===== config.mk =====
export PLATFORM = sky130hd
export DESIGN_NAME = regfile_wb_arbiter_flat
export DESIGN_NICKNAME = d
export VERILOG_FILES = /design/src/rtl/regfile_wb_pkg.sv /design/src/rtl/regfile_wb_arbiter_if.sv /design/src/rtl/wb_order_fifo.sv /design/src/rtl/regfile_wb_arbiter.sv /design/src/flat_wrapper.sv
export SDC_FILE = /design/constraint.sdc
export NUM_CORES = 1
export LEC_CHECK = 0
export ABC_AREA = 0
export CAP_MARGIN = 20
export CELL_PAD_IN_SITES_DETAIL_PLACEMENT = 1
export CELL_PAD_IN_SITES_GLOBAL_PLACEMENT = 1
export CORE_AREA = 2 2 116 118
export CTS_CLUSTER_DIAMETER = 100
export DETAILED_ROUTE_END_ITERATION = 6
export DIE_AREA = 0 0 118 120
export GPL_TIMING_DRIVEN = 0
export PLACE_DENSITY_LB_ADDON = 0.1
export SETUP_SLACK_MARGIN = 0.1
export SLEW_MARGIN = 20
export SYNTH_ARGS = -nofsm -noshare
export SYNTH_HDL_FRONTEND = slang
export SYNTH_SLANG_ARGS = --single-unit

===== constraint.sdc =====
create_clock -name clk -period 4.65 [get_ports clk]
set_input_delay 0.6975 -clock clk [delete_from_list [all_inputs] [get_ports clk]]
set_output_delay 0.6975 -clock clk [all_outputs]
set_load 0.02 [all_outputs]

===== src/rtl/regfile_wb_pkg.sv =====
// Shared types and constants for the register-file writeback arbiter.
// The merge queue carries {addr, data} entries.
package regfile_wb_pkg;

  localparam int DATA_W   = 16;
  localparam int ADDR_W   = 3;
  localparam int NUM_REGS = 8;

  typedef enum logic {
    SRC_ALU = 1'b0,
    SRC_MEM = 1'b1
  } wb_src_e;

  typedef struct packed {
    logic [ADDR_W-1:0] addr;
    logic [DATA_W-1:0] data;
  } wb_entry_t;

  function automatic logic [NUM_REGS-1:0] reg_onehot(input logic [ADDR_W-1:0] a);
    return NUM_REGS'(1) << a;
  endfunction

endpackage


===== src/rtl/regfile_wb_arbiter_if.sv =====
// Valid/ready writeback offers from the ALU and memory sources.
interface regfile_wb_arbiter_if;
  import regfile_wb_pkg::*;

  logic              alu_valid;
  logic              alu_ready;
  logic [ADDR_W-1:0] alu_addr;
  logic [DATA_W-1:0] alu_data;
  logic              mem_valid;
  logic              mem_ready;
  logic [ADDR_W-1:0] mem_addr;
  logic [DATA_W-1:0] mem_data;

  modport master (
    output alu_valid, alu_addr, alu_data, mem_valid, mem_addr, mem_data,
    input  alu_ready, mem_ready
  );

  modport slave (
    input  alu_valid, alu_addr, alu_data, mem_valid, mem_addr, mem_data,
    output alu_ready, mem_ready
  );

endinterface


===== src/rtl/wb_order_fifo.sv =====
// Ordered merge queue: up to two pushes (first, second) and one pop per cycle.
// Exposes the per-slot valid vector so the top can build the pending mask.
module wb_order_fifo
  import regfile_wb_pkg::*;
#(
  parameter  int DEPTH = 4,
  localparam int PTR_W = $clog2(DEPTH),
  localparam int CNT_W = $clog2(DEPTH + 1)
) (
  input  logic             clk,
  input  logic             rst_n,
  input  logic             flush,
  input  logic             push0,
  input  logic             push1,
  input  wb_entry_t        din0,
  input  wb_entry_t        din1,
  input  logic             pop,
  output wb_entry_t        head,
  output logic [CNT_W-1:0] count,
  output logic [DEPTH-1:0] entry_valid,
  output wb_entry_t        entries [DEPTH]
);

  wb_entry_t        entries_q [DEPTH];
  wb_entry_t        entries_d [DEPTH];
  logic [PTR_W-1:0] wr_ptr_q, wr_ptr_d;
  logic [PTR_W-1:0] rd_ptr_q, rd_ptr_d;
  logic [CNT_W-1:0] count_q, count_d;

  always_comb begin
    entries_d = entries_q;
    wr_ptr_d  = wr_ptr_q;
    rd_ptr_d  = rd_ptr_q;
    count_d   = count_q;
    if (flush) begin
      wr_ptr_d = '0;
      rd_ptr_d = '0;
      count_d  = '0;
    end else begin
      if (push0) entries_d[wr_ptr_q] = din0;
      if (push1) entries_d[wr_ptr_q + PTR_W'(1)] = din1;
      wr_ptr_d = wr_ptr_q + PTR_W'(push0) + PTR_W'(push1);
      rd_ptr_d = rd_ptr_q + PTR_W'(pop);
      count_d  = count_q + CNT_W'(push0) + CNT_W'(push1) - CNT_W'(pop);
    end
  end

  always_ff @(posedge clk or negedge rst_n) begin
    if (!rst_n) begin
      for (int i = 0; i < DEPTH; i++) entries_q[i] <= '0;
      wr_ptr_q <= '0;
      rd_ptr_q <= '0;
      count_q  <= '0;
    end else begin
      entries_q <= entries_d;
      wr_ptr_q  <= wr_ptr_d;
      rd_ptr_q  <= rd_ptr_d;
      count_q   <= count_d;
    end
  end

  // A slot is live when its distance from the read pointer is below the count.
  for (genvar gi = 0; gi < DEPTH; gi++) begin : g_valid
    logic [PTR_W-1:0] offset;
    assign offset          = PTR_W'(gi) - rd_ptr_q;
    assign entry_valid[gi] = (CNT_W'(offset) < count_q);
  end

  assign head    = entries_q[rd_ptr_q];
  assign count   = count_q;
  assign entries = entries_q;

endmodule


===== src/rtl/regfile_wb_arbiter.sv =====
// Merges ALU and memory writebacks into one ordered stream feeding the single
// register-file write port, and reports which registers have writes in flight.
module regfile_wb_arbiter
  import regfile_wb_pkg::*;
#(
  parameter int DEPTH = 4
) (
  input  logic                 clk,
  input  logic                 rst_n,
  input  logic                 flush,
  regfile_wb_arbiter_if.slave  wb,
  output logic                 reg_write,
  output logic [ADDR_W-1:0]    write_reg,
  output logic [DATA_W-1:0]    write_data,
  output logic [NUM_REGS-1:0]  pending_mask,
  output logic                 idle
);

  localparam int CNT_W = $clog2(DEPTH + 1);

  logic [CNT_W-1:0] count;
  logic [DEPTH-1:0] entry_valid;
  wb_entry_t        entries [DEPTH];
  wb_entry_t        head;
  wb_entry_t        alu_entry, mem_entry, first_entry, second_entry;
  logic             ready, alu_push, mem_push, both, push0, push1, pop;
  wb_src_e          rr_q, rr_d;

  logic              reg_write_q, reg_write_d;
  logic [ADDR_W-1:0] write_reg_q, write_reg_d;
  logic [DATA_W-1:0] write_data_q, write_data_d;

  // Ready keeps one slot spare so a dual push can never overflow.
  assign ready        = rst_n && !flush && (count <= CNT_W'(DEPTH - 2));
  assign wb.alu_ready = ready;
  assign wb.mem_ready = ready;

  // Writes to r0 still handshake but are dropped here.
  assign alu_push = wb.alu_valid && ready && (wb.alu_addr != '0);
  assign mem_push = wb.mem_valid && ready && (wb.mem_addr != '0);

  always_comb begin
    alu_entry    = '{addr: wb.alu_addr, data: wb.alu_data};
    mem_entry    = '{addr: wb.mem_addr, data: wb.mem_data};
    both         = alu_push && mem_push;
    push0        = alu_push || mem_push;
    push1        = both;
    first_entry  = alu_entry;
    second_entry = mem_entry;
    if (both ? (rr_q == SRC_MEM) : mem_push) begin
      first_entry  = mem_entry;
      second_entry = alu_entry;
    end
    rr_d = rr_q;
    if (both) rr_d = (rr_q == SRC_ALU) ? SRC_MEM : SRC_ALU;
  end

  assign pop = (count != '0) && !flush;

  wb_order_fifo #(.DEPTH(DEPTH)) u_fifo (
    .clk         (clk),
    .rst_n       (rst_n),
    .flush       (flush),
    .push0       (push0),
    .push1       (push1),
    .din0        (first_entry),
    .din1        (second_entry),
    .pop         (pop),
    .head        (head),
    .count       (count),
    .entry_valid (entry_valid),
    .entries     (entries)
  );

  always_comb begin
    reg_write_d  = 1'b0;
    write_reg_d  = write_reg_q;
    write_data_d = write_data_q;
    if (pop) begin
      reg_write_d  = 1'b1;
      write_reg_d  = head.addr;
      write_data_d = head.data;
    end
  end

  always_ff @(posedge clk or negedge rst_n) begin
    if (!rst_n) begin
      rr_q         <= SRC_ALU;
      reg_write_q  <= 1'b0;
      write_reg_q  <= '0;
      write_data_q <= '0;
    end else begin
      rr_q         <= rr_d;
      reg_write_q  <= reg_write_d;
      write_reg_q  <= write_reg_d;
      write_data_q <= write_data_d;
    end
  end

  always_comb begin
    pending_mask = '0;
    for (int i = 0; i < DEPTH; i++) begin
      if (entry_valid[i]) pending_mask |= reg_onehot(entries[i].addr);
    end
    if (reg_write_q) pending_mask |= reg_onehot(write_reg_q);
  end

  assign idle       = (count == '0) && !reg_write_q;
  assign reg_write  = reg_write_q;
  assign write_reg  = write_reg_q;
  assign write_data = write_data_q;

endmodule


===== src/flat_wrapper.sv =====
// flat-port wrapper written by rule: the top's interface ports become plain ports
module regfile_wb_arbiter_flat import regfile_wb_pkg::*;
#(
  parameter int DEPTH = 4
)
  (clk, rst_n, flush, reg_write, write_reg, write_data, pending_mask, idle, wb_alu_valid, wb_alu_addr, wb_alu_data, wb_mem_valid, wb_mem_addr, wb_mem_data, wb_alu_ready, wb_mem_ready);
  regfile_wb_arbiter_if wb_i ();
  input  logic clk;
  input  logic rst_n;
  input  logic flush;
  output logic reg_write;
  output logic [ADDR_W-1:0] write_reg;
  output logic [DATA_W-1:0] write_data;
  output logic [NUM_REGS-1:0] pending_mask;
  output logic idle;
  input wire logic [$bits(wb_i.alu_valid)-1:0] wb_alu_valid;
  input wire logic [$bits(wb_i.alu_addr)-1:0] wb_alu_addr;
  input wire logic [$bits(wb_i.alu_data)-1:0] wb_alu_data;
  input wire logic [$bits(wb_i.mem_valid)-1:0] wb_mem_valid;
  input wire logic [$bits(wb_i.mem_addr)-1:0] wb_mem_addr;
  input wire logic [$bits(wb_i.mem_data)-1:0] wb_mem_data;
  output wire logic [$bits(wb_i.alu_ready)-1:0] wb_alu_ready;
  output wire logic [$bits(wb_i.mem_ready)-1:0] wb_mem_ready;
  assign wb_i.alu_valid = wb_alu_valid;
  assign wb_i.alu_addr = wb_alu_addr;
  assign wb_i.alu_data = wb_alu_data;
  assign wb_i.mem_valid = wb_mem_valid;
  assign wb_i.mem_addr = wb_mem_addr;
  assign wb_i.mem_data = wb_mem_data;
  assign wb_alu_ready = wb_i.alu_ready;
  assign wb_mem_ready = wb_i.mem_ready;
  regfile_wb_arbiter #(.DEPTH(DEPTH)) u_core (.clk(clk), .rst_n(rst_n), .flush(flush), .wb(wb_i), .reg_write(reg_write), .write_reg(write_reg), .write_data(write_data), .pending_mask(pending_mask), .idle(idle));
endmodule

==> metrics.csv <==
stage,metric,value,unit
setup_path,start_kind,register,
cells_and_area,area_delta_synth_final,20.3,%
grt,grt_pass1_wl,31200,um
cts,cts.sinks,104,
pwr,clockPowerShare,16.9,%
die,die_x,118,um
synthesis,yosys.area.top_type,dfrtp_1,
setup_path,required,3950,ps
setup_path,cp-startpoint,u_core.u_fifo.rd_ptr_q[1],
pwr,power_switching,0.00166,W
grt,antenna_found_initial,0,
synthesis,synth_seq_area_share,42.3,%
cts,cts_root_buf,clkbuf_16,
placed_design,hpwl,13400,um
cells_and_area,largest_register_ffs,76,
die,start_util,47.4,%
synthesis,synth_nets,573,
synthesis,synthTopCellsByArea,"dfrtp_1 (42%), mux4_2 (7.0%), mux2i_1 (5.2%), mux2_2 (4.9%), a221oi_1 (3.6%)",
timing,skew,6.71,ps
route,drtIter0Drc,265,
cts,insertion_delay,350,ps
die,top_level_ports,74,
route,antenna_left,0,
placed_design,io_buffers,72,
grt,grt_overflow,0,
pwr,power_frac_comb,47.6,%
setup_path,cp.depth,10,
pwr,seqPwrFrac,35.6,%
synthesis,synthCells,520,
outcome,status,completed,
setup_path,path_cells,clkbuf_4 -> clkbuf_4 -> xnor2_1 -> inv_1 -> ha_1 -> a21oi_1 -> o21bai_1 -> o32ai_1 -> or4_1 -> clkdlybuf4s50_1,
synthesis,syn_area,0.00615,mm2
synthesis,synth_most_common_cell,dfrtp_1,
die,dieArea,0.0142,mm2
setup_path,crit_end,pending_mask[2],
timing,fin_crit,4320,ps
route,wire_per_inst,24.7,um
setup_path,r2r_setup_slack,1900,ps
setup_path,crit-reg2reg-launch,u_core.u_fifo.count[2],
die,core,0.0130,mm2
timing,slew_viol_final,0,
route,routed_via_density,6.26,
pwr,ir_drop,0.289,mV
cts,h-tree-depth,3,
synthesis,ys_warn_count,0,
setup_path,crit_path_end_kind,output port,
cells_and_area,drive_gt1_share,23.4,%
synthesis,async_flop_share,100,%
grt,grt_max_degree,72,
cells_and_area,fillers,1358,
cells_and_area,nNetsFinal,657,
route,drc,0,
setup_path,critPathKind,reg -> out,
setup_path,critPathSlowestCell,clkdlybuf4s50_1,
pwr,swShare,38.3,%
pwr,fin_total_pwr,0.00434,W
timing,rsz0062_at_grt,no,
route,drt_pass1_iterations,4,
timing,setup_viol,0,
timing,slew_headroom,41.7,%
setup_path,crit_fanout,10,
setup_path,cp_top_family,buffers and inverters,
placed_design,gp_congestion,0.854,
route,wl,19300,um
synthesis,synth_area_per_cell,11.8,um2
synthesis,synth-seq-cells,104,
die,die-height,120,um
cells_and_area,n_antenna_cell,0,
cts,numCtsBuffers,9,
cts,cts_setup_buffers,0,
cells_and_area,finalInstanceArea,0.00741,mm2
route,vias,4906,
pwr,power_density,585,mW/mm2
timing,fin_crit_sh,92.8,%
synthesis,synth_cell_types,62,
min_path,holdCritPathClass,in -> async,
die,row_count,42,
synthesis,synth_ff_type,dfrtp_1,
setup_path,cp_common_cell,clkbuf_4,
cts,ctsHoldBuffers,0,
timing,fmax,0.232,GHz
flow_run,drv_cap,0,
setup_path,cp.arrival,3620,ps
pwr,p_int,0.00268,W
setup_path,crit_buf_inv,4,
synthesis,synth_edf_count,0,
cts,cts_tree,yes,
synthesis,synth.top_cells.by_count,"dfrtp_1 (104), nor2_1 (48), a21oi_1 (41), mux2i_1 (32), mux2_2 (27)",
cts,clockBufferDepth,2,
timing,tightest_slew,868,ps
cts,cts.clk_slew.worst_paths,70,ps
timing,hold_violations,0,
pwr,leakage,3.00,nW
placed_design,post_dp_cell_area,0.00712,mm2
setup_path,worstReg2RegEnd,u_core.u_fifo.count[2],
grt,gr-usage-all-layers,28.8,%
grt,grt_pass1_vias,5537,
setup_path,rr_worst_depth,8,
synthesis,yosys.area.top_type_share,42.3,%
setup_path,cpPeakStageDelay,550,ps
-- power by group through the flow --
| stage | Sequential (W) | Clock [W] | Combinational (W) |
|---|---|---|---|
| 6_report | 0.00154 | 0.000732 | 0.00206 |
| 5_1_grt | 0.00160 | 0.000771 | 0.00223 |
| 4_1_cts | 0.00154 | 0.000741 | 0.00208 |
| 3_5_place_dp | 0.00155 | 0 | 0.00206 |
| 3_3_place_gp | 0.00152 | 0 | 0.00199 |
| 2_1_floorplan | 0.00157 | 0 | 0.00127 |
-- cell usage in the layout, fill, tap and decap left out, drive strengths merged, types with 11 or more instances in the layout --
cell type,n
a21oi,43
a221oi,34
buf,32
clkbuf,18
clkdlybuf4s50,71
dfrtp,104
mux2,27
mux2i,39
mux4,19
nand2,11
nor2,51
o21ai,11
o22ai,20
o2bb2ai,22
-- routing by layer --
metal | part of all wire (%) | track usage, % | vias to the layer above
li1 | - | - | 2193
met5 | 0 | 0 | -
met1 | 40 | 35.3 | 2547
met3 | 5.2 | 5.66 | 23
met2 | 53 | 50.9 | 143
met4 | 1.7 | 9.56 | 0
-- metrics by stage --
| step | utilization (%) | hold WS (ps) | worst slack (ps) | setup TNS [ps] | std cells |
|---|---|---|---|---|---|
| 4_1_cts | 57.0 | 247 | 141 | 0 | 784 |
| 3_5_place_dp | 54.9 | 499 | 231 | 0 | 769 |
| 2_1_floorplan | - | 402 | 1410 | 0 | 520 |
| 5_1_grt | 57.1 | 257 | 108 | 0 | 784 |
| 6_report | 57.1 | 231 | 333 | 0 | 784 |
| 3_3_place_gp | 54.7 | 489 | -2560 | -299860 | 768 |
-- what timing repair did --
| action | in CTS | in global routing |
|---|---|---|
| resized for setup | 1 | 5 |
| endpoints found under the setup margin | 8 | 7 |
| pin swaps | 0 | 0 |
-- worst min path at each step --
| stage | startpoint | end | slack [ps] |
|---|---|---|---|
| 2_1_floorplan | rst_n | u_core.reg_write | 400 |
| 3_3_place_gp | u_core.write_data[14] | u_core.write_data[14] | 490 |
| 3_5_place_dp | u_core.write_data[14] | u_core.write_data[14] | 500 |
| 4_1_cts | rst_n | u_core.reg_write | 250 |
| 5_1_grt | rst_n | u_core.u_fifo.count[2] | 260 |
| 6_report | rst_n | u_core.reg_write | 230 |
-- layout make-up --
class,count,area (um2),share of cell area (%)
plain buffers,36,267,3.60
clock buffers,12,256,3.46
clock inverters,3,17.5,0.237
inverters,9,33.8,0.456
multi-input cells,371,3260,44.0
flip-flops and latches,104,2600,35.1
well taps,176,220,2.97
repair buffers,73,749,10.1
-- cells by family after synthesis --
| kind of cell | after synthesis | share of synthesized area (%) |
|---|---|---|
| AOI/OAI and AO/OA | 147 | 19.4 |
| buffers and inverters | 45 | 4.76 |
| adders and majority gates | 11 | 2.58 |
| muxes | 85 | 18.7 |
| xor gates and xnor gates | 6 | 0.854 |
| DFF | 104 | 42.3 |
| and+or+nand+nor | 122 | 11.5 |
No activity file was read; power rests on OpenSTA's default activity.
